[src/rtl/stream_pack_offset_ctrl_if.sv]
// Element-stream handshake bundle: per-beat element vector, low-packed keep mask, last marker, valid/ready.
interface ndata_i #(
    parameter type data_t       = logic [7:0],
    parameter int  NUM_ELEMENTS = 8
);
    data_t [NUM_ELEMENTS-1:0] data;
    logic  [NUM_ELEMENTS-1:0] keep;
    logic                     last;
    logic                     valid;
    logic                     ready;

    modport m (output data, keep, last, valid, input ready);
    modport s (input data, keep, last, valid, output ready);
endinterface

[src/rtl/stream_pack_offset_ctrl.sv]
// Fill-position tracker ahead of the element rotator chain: tags each beat with its rotation offset
// and a word-complete flag, resets the fill on packet boundaries and keeps traffic statistics.
module stream_pack_offset_ctrl_chk #(
    parameter int NUM_ELEMENTS = 8,
    parameter int OFFSET_WIDTH = 3
) (
    input logic                    clk,
    input logic                    rst_n,
    input logic                    out_valid,
    input logic                    out_ready,
    input logic                    in_ready,
    input logic [NUM_ELEMENTS-1:0] out_keep,
    input logic [OFFSET_WIDTH-1:0] offset_out
);
    hold_stable_a: assert property (@(posedge clk) disable iff (!rst_n)
        (out_valid && !out_ready) |=> (out_valid && $stable(out_keep) && $stable(offset_out)));

    ready_rule_a: assert property (@(posedge clk) disable iff (!rst_n)
        in_ready == (!out_valid || out_ready));
endmodule

module stream_pack_offset_ctrl #(
    parameter type data_t       = logic [7:0],
    parameter int  NUM_ELEMENTS = 8,
    parameter int  OFFSET_WIDTH = $clog2(NUM_ELEMENTS),
    parameter int  COUNT_WIDTH  = 32
) (
    input  logic                    clk,
    input  logic                    rst_n,
    ndata_i.s                       in,
    ndata_i.m                       out,
    output logic [OFFSET_WIDTH-1:0] offset_out,
    output logic                    wrap_out,
    output logic                    busy,
    output logic                    err_noncontig,
    output logic [COUNT_WIDTH-1:0]  pkt_count,
    output logic [COUNT_WIDTH-1:0]  elem_count
);
    localparam int CW = OFFSET_WIDTH + 1;
    localparam logic [CW-1:0] NUM_L = CW'(NUM_ELEMENTS);

    typedef enum logic [0:0] {
        ST_IDLE   = 1'b0,
        ST_IN_PKT = 1'b1
    } state_t;

    function automatic logic [CW-1:0] popcount(input logic [NUM_ELEMENTS-1:0] k);
        logic [CW-1:0] c;
        c = '0;
        for (int i = 0; i < NUM_ELEMENTS; i++) begin
            c = c + CW'(k[i]);
        end
        return c;
    endfunction

    // Low-packed mask with the bottom n bits set.
    function automatic logic [NUM_ELEMENTS-1:0] packed_mask(input logic [CW-1:0] n);
        logic [NUM_ELEMENTS-1:0] m;
        for (int i = 0; i < NUM_ELEMENTS; i++) begin
            m[i] = (CW'(i) < n);
        end
        return m;
    endfunction

    state_t                   state_r;
    logic [OFFSET_WIDTH-1:0]  fill_r;
    data_t [NUM_ELEMENTS-1:0] data_r;
    logic [NUM_ELEMENTS-1:0]  keep_r;
    logic                     last_r;
    logic                     valid_r;
    logic [OFFSET_WIDTH-1:0]  offset_r;
    logic                     wrap_r;
    logic                     err_r;
    logic [COUNT_WIDTH-1:0]   pkt_count_r;
    logic [COUNT_WIDTH-1:0]   elem_count_r;

    logic                     in_ready_s;
    logic                     accept_s;
    logic                     fwd_s;
    logic [CW-1:0]            cnt_s;
    logic [CW-1:0]            sum_s;
    logic                     noncontig_s;

    assign in_ready_s  = !valid_r || out.ready;
    assign accept_s    = in.valid && in_ready_s;
    assign cnt_s       = popcount(in.keep);
    assign sum_s       = CW'(fill_r) + cnt_s;
    assign fwd_s       = accept_s && ((cnt_s != '0) || in.last);
    assign noncontig_s = (in.keep != packed_mask(cnt_s));

    assign in.ready      = in_ready_s;
    assign out.data      = data_r;
    assign out.keep      = keep_r;
    assign out.last      = last_r;
    assign out.valid     = valid_r;
    assign offset_out    = offset_r;
    assign wrap_out      = wrap_r;
    assign busy          = (state_r == ST_IN_PKT);
    assign err_noncontig = err_r;
    assign pkt_count     = pkt_count_r;
    assign elem_count    = elem_count_r;

    // Output register, fill tracking, packet state and statistics.
    always_ff @(posedge clk) begin
        if (!rst_n) begin
            state_r      <= ST_IDLE;
            fill_r       <= '0;
            data_r       <= '0;
            keep_r       <= '0;
            last_r       <= 1'b0;
            valid_r      <= 1'b0;
            offset_r     <= '0;
            wrap_r       <= 1'b0;
            err_r        <= 1'b0;
            pkt_count_r  <= '0;
            elem_count_r <= '0;
        end else begin
            // A dropped accept implies the register is free or draining, so clearing valid is safe.
            if (fwd_s) begin
                data_r   <= in.data;
                keep_r   <= in.keep;
                last_r   <= in.last;
                offset_r <= fill_r;
                wrap_r   <= (sum_s >= NUM_L);
                valid_r  <= 1'b1;
            end else if (out.ready) begin
                valid_r  <= 1'b0;
            end else begin
                valid_r  <= valid_r;
            end

            if (accept_s) begin
                if (in.last) begin
                    fill_r <= '0;
                end else begin
                    fill_r <= sum_s[OFFSET_WIDTH-1:0];
                end
                if (noncontig_s) begin
                    err_r <= 1'b1;
                end else begin
                    err_r <= err_r;
                end
                if (in.last) begin
                    pkt_count_r <= pkt_count_r + COUNT_WIDTH'(1);
                end else begin
                    pkt_count_r <= pkt_count_r;
                end
                elem_count_r <= elem_count_r + COUNT_WIDTH'(cnt_s);
            end else begin
                fill_r <= fill_r;
            end

            case (state_r)
                ST_IDLE: begin
                    if (fwd_s && !in.last) begin
                        state_r <= ST_IN_PKT;
                    end else begin
                        state_r <= ST_IDLE;
                    end
                end
                ST_IN_PKT: begin
                    if (accept_s && in.last) begin
                        state_r <= ST_IDLE;
                    end else begin
                        state_r <= ST_IN_PKT;
                    end
                end
                default: begin
                    state_r <= ST_IDLE;
                end
            endcase
        end
    end

    stream_pack_offset_ctrl_chk #(
        .NUM_ELEMENTS (NUM_ELEMENTS),
        .OFFSET_WIDTH (OFFSET_WIDTH)
    ) u_chk (
        .clk        (clk),
        .rst_n      (rst_n),
        .out_valid  (valid_r),
        .out_ready  (out.ready),
        .in_ready   (in_ready_s),
        .out_keep   (keep_r),
        .offset_out (offset_r)
    );
endmodule

[src/flat_wrapper.sv]
// flat-port wrapper written by rule: the top's interface ports become plain ports
module stream_pack_offset_ctrl_flat 
#(
    parameter type data_t       = logic [7:0],
    parameter int  NUM_ELEMENTS = 8,
    parameter int  OFFSET_WIDTH = $clog2(NUM_ELEMENTS),
    parameter int  COUNT_WIDTH  = 32
)
  (clk, rst_n, offset_out, wrap_out, busy, err_noncontig, pkt_count, elem_count, in_data, in_keep, in_last, in_valid, in_ready, out_data, out_keep, out_last, out_valid, out_ready);
  ndata_i #(.data_t(data_t), .NUM_ELEMENTS(NUM_ELEMENTS)) in_i ();
  ndata_i #(.data_t(data_t), .NUM_ELEMENTS(NUM_ELEMENTS)) out_i ();
  input  logic clk;
  input  logic rst_n;
  output logic [OFFSET_WIDTH-1:0] offset_out;
  output logic wrap_out;
  output logic busy;
  output logic err_noncontig;
  output logic [COUNT_WIDTH-1:0] pkt_count;
  output logic [COUNT_WIDTH-1:0] elem_count;
  input wire logic [$bits(in_i.data)-1:0] in_data;
  input wire logic [$bits(in_i.keep)-1:0] in_keep;
  input wire logic [$bits(in_i.last)-1:0] in_last;
  input wire logic [$bits(in_i.valid)-1:0] in_valid;
  output wire logic [$bits(in_i.ready)-1:0] in_ready;
  output wire logic [$bits(out_i.data)-1:0] out_data;
  output wire logic [$bits(out_i.keep)-1:0] out_keep;
  output wire logic [$bits(out_i.last)-1:0] out_last;
  output wire logic [$bits(out_i.valid)-1:0] out_valid;
  input wire logic [$bits(out_i.ready)-1:0] out_ready;
  assign in_i.data = in_data;
  assign in_i.keep = in_keep;
  assign in_i.last = in_last;
  assign in_i.valid = in_valid;
  assign in_ready = in_i.ready;
  assign out_data = out_i.data;
  assign out_keep = out_i.keep;
  assign out_last = out_i.last;
  assign out_valid = out_i.valid;
  assign out_i.ready = out_ready;
  stream_pack_offset_ctrl #(.data_t(data_t), .NUM_ELEMENTS(NUM_ELEMENTS), .OFFSET_WIDTH(OFFSET_WIDTH), .COUNT_WIDTH(COUNT_WIDTH)) u_core (.clk(clk), .rst_n(rst_n), .in(in_i), .out(out_i), .offset_out(offset_out), .wrap_out(wrap_out), .busy(busy), .err_noncontig(err_noncontig), .pkt_count(pkt_count), .elem_count(elem_count));
endmodule
[config.mk]
export PLATFORM = sky130hd
export DESIGN_NAME = stream_pack_offset_ctrl_flat
export DESIGN_NICKNAME = d
export VERILOG_FILES = /design/src/rtl/stream_pack_offset_ctrl_if.sv /design/src/rtl/stream_pack_offset_ctrl.sv /design/src/flat_wrapper.sv
export SDC_FILE = /design/constraint.sdc
export NUM_CORES = 1
export LEC_CHECK = 0
export CAP_MARGIN = 5
export CORE_AREA = 2 2 125 127
export CTS_BUF_LIST = sky130_fd_sc_hd__clkbuf_16
export DETAILED_ROUTE_END_ITERATION = 8
export DIE_AREA = 0 0 127 129
export PLACE_DENSITY = 0.75
export SETUP_SLACK_MARGIN = 0.15
export SYNTH_ARGS = -nofsm -noshare
export SYNTH_HDL_FRONTEND = slang
export SYNTH_SLANG_ARGS = --single-unit
[constraint.sdc]
create_clock -name clk -period 5.7 [get_ports clk]
set_input_delay 1.14 -clock clk [delete_from_list [all_inputs] [get_ports clk]]
set_output_delay 1.14 -clock clk [all_outputs]
set_load 0.1 [all_outputs]
==> Word-level counts from Yosys, hierarchy flattened <==
Index checks and enable logic that the tools add are counted.
{ "op_classes": {"addsub": 10, "order_cmp": 9, "n_eq_ne": 1, "mux": 6, "n_bitwise": 1, "n_reduce_logical": 12} }
{ "ops": {"columns": ["cell", "n"], "rows": [
  ["adder 32 x 1 -> 32 bit, second input constant", 1],
  ["adder 32 x 4 -> 32 bit", 1],
  ["adder 4 x 1 -> 4 bit", 6],
  ["< comparator 3 x 4 -> 1 bit, first input constant", 4],
  ["< comparator 1 x 4 -> 1 bit, first input constant", 2],
  ["< comparator 2 x 4 -> 1 bit, first input constant", 2],
  ["inequality test 8 bit", 1],
  ["adder 3 x 4 -> 4 bit", 1],
  [">= comparator 4 bit, second input constant", 1],
  ["logical AND 1 bit", 4],
  ["2-to-1 mux 1 bit", 4],
  ["AND reduction 2 bit", 2],
  ["nonzero test 4 bit", 1],
  ["2-to-1 mux 3 bit", 1],
  ["adder 1 x 1 -> 2 bit", 1],
  ["logical NOT 1 bit", 2],
  ["logical OR 1 bit", 2],
  ["case mux 1 bit (2 select lines)", 1],
  ["nonzero test 2 bit", 1],
  ["inverter 1 bit", 1]
]} }
{ "word_totals": {"ff_bits": 147, "inputBits": 77, "output_inout_bits": 145, "wordCells": 57} }

==> Longest topological paths before layout <==
{ "logic_depth": {"word_depth": 13, "ltp_mapped": 17, "mapped_depth_nobuf": 17} }

==> Least setup slack after synthesis <==
OpenSTA, ideal clock, no wires.
{ "synth_path": {"path_type": "input -> register", "startpoint": "in in_keep[0]", "endpoint": "reg u_core.elem_count_r[15] (netlist: u_core.elem_count[15])", "setup_time_ps": 76, "arrival_ps": 5193, "required_time_ps": 5624, "slack_ps": 431, "path_stages": 14, "n_path_buf": 1, "cell_sequence": "ha_1 -> inv_1 -> fa_1 -> fa_1 -> fa_1 -> fa_1 -> clkbuf_1 -> inv_1 -> ha_1 -> nand3_1 -> a21boi_0 -> o211ai_1 -> or3_2 -> a21boi_0"} }
{ "synth_via": {"elab_chain_len": 8} }
{ "synth_rtl": {"columns": ["item", "line", "rtl"], "rows": [
  ["from (decl)", "flat_wrapper.sv:21", "input wire logic [$bits(in_i.keep)-1:0] in_keep;"],
  ["adder 1 x 1 -> 2 bit", "stream_pack_offset_ctrl.sv:51", "c = c + CW'(k[i]);"],
  ["adder 4 x 1 -> 4 bit (6 in series)", "stream_pack_offset_ctrl.sv:51", null],
  ["adder 32 x 4 -> 32 bit", "stream_pack_offset_ctrl.sv:148", "elem_count_r <= elem_count_r + COUNT_WIDTH'(cnt_s);"],
  ["to (signal assigned)", "stream_pack_offset_ctrl.sv:148", null],
  ["to (decl)", "stream_pack_offset_ctrl.sv:75", "logic [COUNT_WIDTH-1:0] elem_count_r;"]
]} }
No other way between the ends.
A chain may end at the register's enable or synchronous reset.

==> Worst setup path in the final report <==
{ "layout_path": {"startpoint": "in in_keep[0]", "endpoint": "reg u_core.elem_count_r[17] (netlist: u_core.elem_count[17])"} }
Same word-level chain as after synthesis.

==> flow_metrics.env <==
export IMPL_p_int_mw=2.05
export IMPL_yosys_warnings=0
export IMPL_drtPass1Iterations=4
export IMPL_cp_arrival_ps=5610
export IMPL_yosysUniqueCellTypes=48
export IMPL_row_count=45
export IMPL_fp_coreArea_sq_mm=0.0150
export IMPL_peakVddDrop_uv=268
export IMPL_worstPathRequired_ps=6000
export IMPL_clk_latency_ps=420
export IMPL_cp_max_fo=7
export IMPL_p_per_area_mw_per_mm2=323
export IMPL_synthArstFlopShare=0
export IMPL_diodes=0
export IMPL_vias_per_cell=4.94
export IMPL_p_clk_frac=0.345
export IMPL_ant_nets=0
export IMPL_r2r_start="u_core.out.valid$_SDFFE_PN0P_"
export IMPL_finalInstanceArea_sq_mm=0.00975
export IMPL_remaining_drc_errors=0
export IMPL_clkTransAtPathRegs_ps=50
export IMPL_grt_pass1_vias=5603
export IMPL_wire_per_inst_um=14.9
export IMPL_hp_start="u_core.offset_out[1]$_SDFFE_PN0P_"
export IMPL_seq_power_share=0.356
export IMPL_syn_inst=758
export IMPL_mostFrequentLayoutCells="220 x clkdlybuf4s50_1, 185 x nand2_1, 147 x dfxtp_1, 84 x a21boi_0, 47 x and2_1"
export IMPL_sw_frac_of_total=0.348
export IMPL_drt_iter0_drc=357
export IMPL_cts_htree_levels=4
export IMPL_p_leak_nw=3.75
export IMPL_place_congestion=0.836
export IMPL_fp_dieW_um=127
export IMPL_dieArea_sq_mm=0.0164
export IMPL_fp_dieH_um=129
export IMPL_ys_flop_type="dfxtp_1"
export IMPL_ys_seq_elements=147
export IMPL_cts_sink_count=147
export IMPL_min_path_type="flop to flop"
export IMPL_dpl_hpwl_mm=12.9
export IMPL_max_cap_viol_count=0
export IMPL_grt_max_degree=79
export IMPL_syn_cell_area_sq_mm=0.00662
export IMPL_io_pins=222
export IMPL_place_area_sq_mm=0.00915
export IMPL_antenna_found_initial=0
export IMPL_rsz0062_at_grt="false"
export IMPL_holdWs_ps=455
export IMPL_cts_buffers=17
export IMPL_crit_type="input pin to flop"
export IMPL_design_final_nets=1083
export IMPL_area_growth_pct=47.3
export IMPL_syn_num_nets=853
export IMPL_cts_tree="done"
export IMPL_drive_above_1_share=0.0689
export IMPL_clock_skew_final_ps=11.2
export IMPL_syn_area_per_cell_sq_um=8.73
export IMPL_wl_mm=17.7
export IMPL_io_buffers=221
export IMPL_vias=5870
export IMPL_post_route_min_period_ps=5310
export IMPL_critPathCaptureType="flop"
export IMPL_period_share=0.932
export IMPL_cp_start_kind="input pin"
export IMPL_tightest_slew_ps=1060
export IMPL_hold_buffers=0
export IMPL_globalRouteOverflowTotal=0
export IMPL_relSlewSlack=0.289
export IMPL_power_switching_mw=1.10
export IMPL_finalSetupViolCount=0
export IMPL_comb_power_share=0.299
export IMPL_clockBufferDepth=2
export IMPL_mostFrequentLayoutCell="clkdlybuf4s50_1"
export IMPL_hold_violations=0
export IMPL_synth_edf_count=0
export IMPL_track_usage=0.216
export IMPL_slew_viol_final=0
export IMPL_crit_start="in_keep[0]"
export IMPL_start_util=0.442
export IMPL_grt_pass1_wl_mm=28.3
export IMPL_clockRootBuffer="clkbuf_16"
export IMPL_status="complete, no violations"
export IMPL_fmax_ghz=0.188
export IMPL_ys_seq_area_frac=0.445
## synthesized netlist by cell type (5+ instances only)
master | n | share of area
nand2_1 | 185 | 0.10
dfxtp_1 | 147 | 0.44
a21boi_0 | 85 | 0.096
and2_1 | 47 | 0.044
xnor2_1 | 39 | 0.052
inv_1 | 26 | 0.015
nand3_1 | 26 | 0.020
clkbuf_1 | 20 | 0.011
o21ai_0 | 16 | 0.012
xor2_1 | 14 | 0.019
nand4_1 | 13 | 0.012
and3_1 | 12 | 0.011
ha_1 | 12 | 0.023
buf_2 | 11 | 0.0083
nor2_1 | 10 | 0.0057
or3_1 | 10 | 0.0095
a21boi_1 | 9 | 0.010
nor2b_1 | 9 | 0.0085
a21oi_1 | 7 | 0.0053
nor3_1 | 7 | 0.0053
fa_1 | 6 | 0.018
and4_1 | 5 | 0.0066
## logic make-up (layout without fill, tap and decap cells)
kind of cell | Yosys count | count (layout) | synth area share
and+or+nand+nor | 337 | 337 | 0.250
DFF | 147 | 147 | 0.445
AOI/OAI and AO/OA | 139 | 139 | 0.154
buffers and inverters | 63 | 306 | 0.0395
xor gates and xnor gates | 53 | 53 | 0.0701
adders and majority gates | 18 | 18 | 0.0408
muxes | 1 | 1 | 0.00151
## stage by stage
step                      std cells  utilization  worst slack [ps]  setup TNS [ps]  power, mW
after floorplan                 758            -               431               0       1.80
after global placement         1156        0.611             -35.2           -50.2       2.07
after detailed placement       1156        0.611              -147           -1160       2.08
after CTS                      1188        0.650               217               0       3.18
after global routing           1189        0.651               164               0       3.29
final                          1189        0.651               390               0       3.15
## area by class of cell
| class | count | area, sq um |
|---|---|---|
| clock buffer | 17 | 425 |
| clock inverter | 15 | 150 |
| tap | 188 | 235 |
| sequential | 147 | 2940 |
| multi-input combinational | 548 | 3440 |
| timing repair buffer | 248 | 2460 |
| inverter | 26 | 97.6 |
| fill | 1279 | 5230 |
## power by group through the flow
| stage | registers, mW | logic, mW | clock network (mW) |
|---|---|---|---|
| final | 1.12 | 0.940 | 1.09 |
| after global routing | 1.13 | 0.997 | 1.16 |
| after CTS | 1.12 | 0.940 | 1.12 |
| after detailed placement | 1.14 | 0.935 | 0 |
| after global placement | 1.14 | 0.927 | 0 |
| after floorplan | 1.53 | 0.268 | 0 |
## sequential cells by signal (all words and copies together), names as in the netlist
register	count
u_core.busy	1
u_core.fill_r	3
u_core.wrap_out	1
u_core.offset_out	3
u_core.out.data	64
u_core.err_noncontig	1
u_core.pkt_count	32
u_core.out.valid	1
u_core.out.keep	8
u_core.elem_count	32
u_core.out.last	1
## final timing paths
| check | end | slack [ps] | depth (start not counted) |
|---|---|---|---|
| hold / removal | u_core.offset_out[1]$_SDFFE_PN0P_ | 460 | 2 |
| setup / recovery | u_core.elem_count[17]$_SDFFE_PN0P_ | 390 | 18 |
| hold reg to reg | u_core.offset_out[1]$_SDFFE_PN0P_ | 460 | 2 |
| setup reg to reg | u_core.out.data[31]$_SDFFE_PN0P_ | 3330 | 6 |
## worst max-delay path: stages
cell,delay (ps)
clkdlybuf4s50_1,460
ha_1,340
inv_1,80
fa_1,520
fa_1,440
fa_2,370
fa_1,380
buf_4,150
nand2b_1,80
nand2_1,70
inv_1,100
ha_1,280
a21oi_2,200
a21boi_2,100
o211ai_1,450
nor4_1,110
xor2_1,170
and2_1,180
## repair_timing
item | CTS | global route
setup endpoints to repair | 0 | 13
resized for setup | 0 | 5
setup buffers | 0 | 1
## per-layer routing
layer  track usage  vias to the layer above  wire [um]
met5             0                        -          0
met4        0.0737                        0        346
met3        0.0557                       26        774
met2         0.362                      137       8790
met1         0.273                     2724       7840
li1              -                     2983          -
Note: power is estimated with default switching activity, not from simulation.
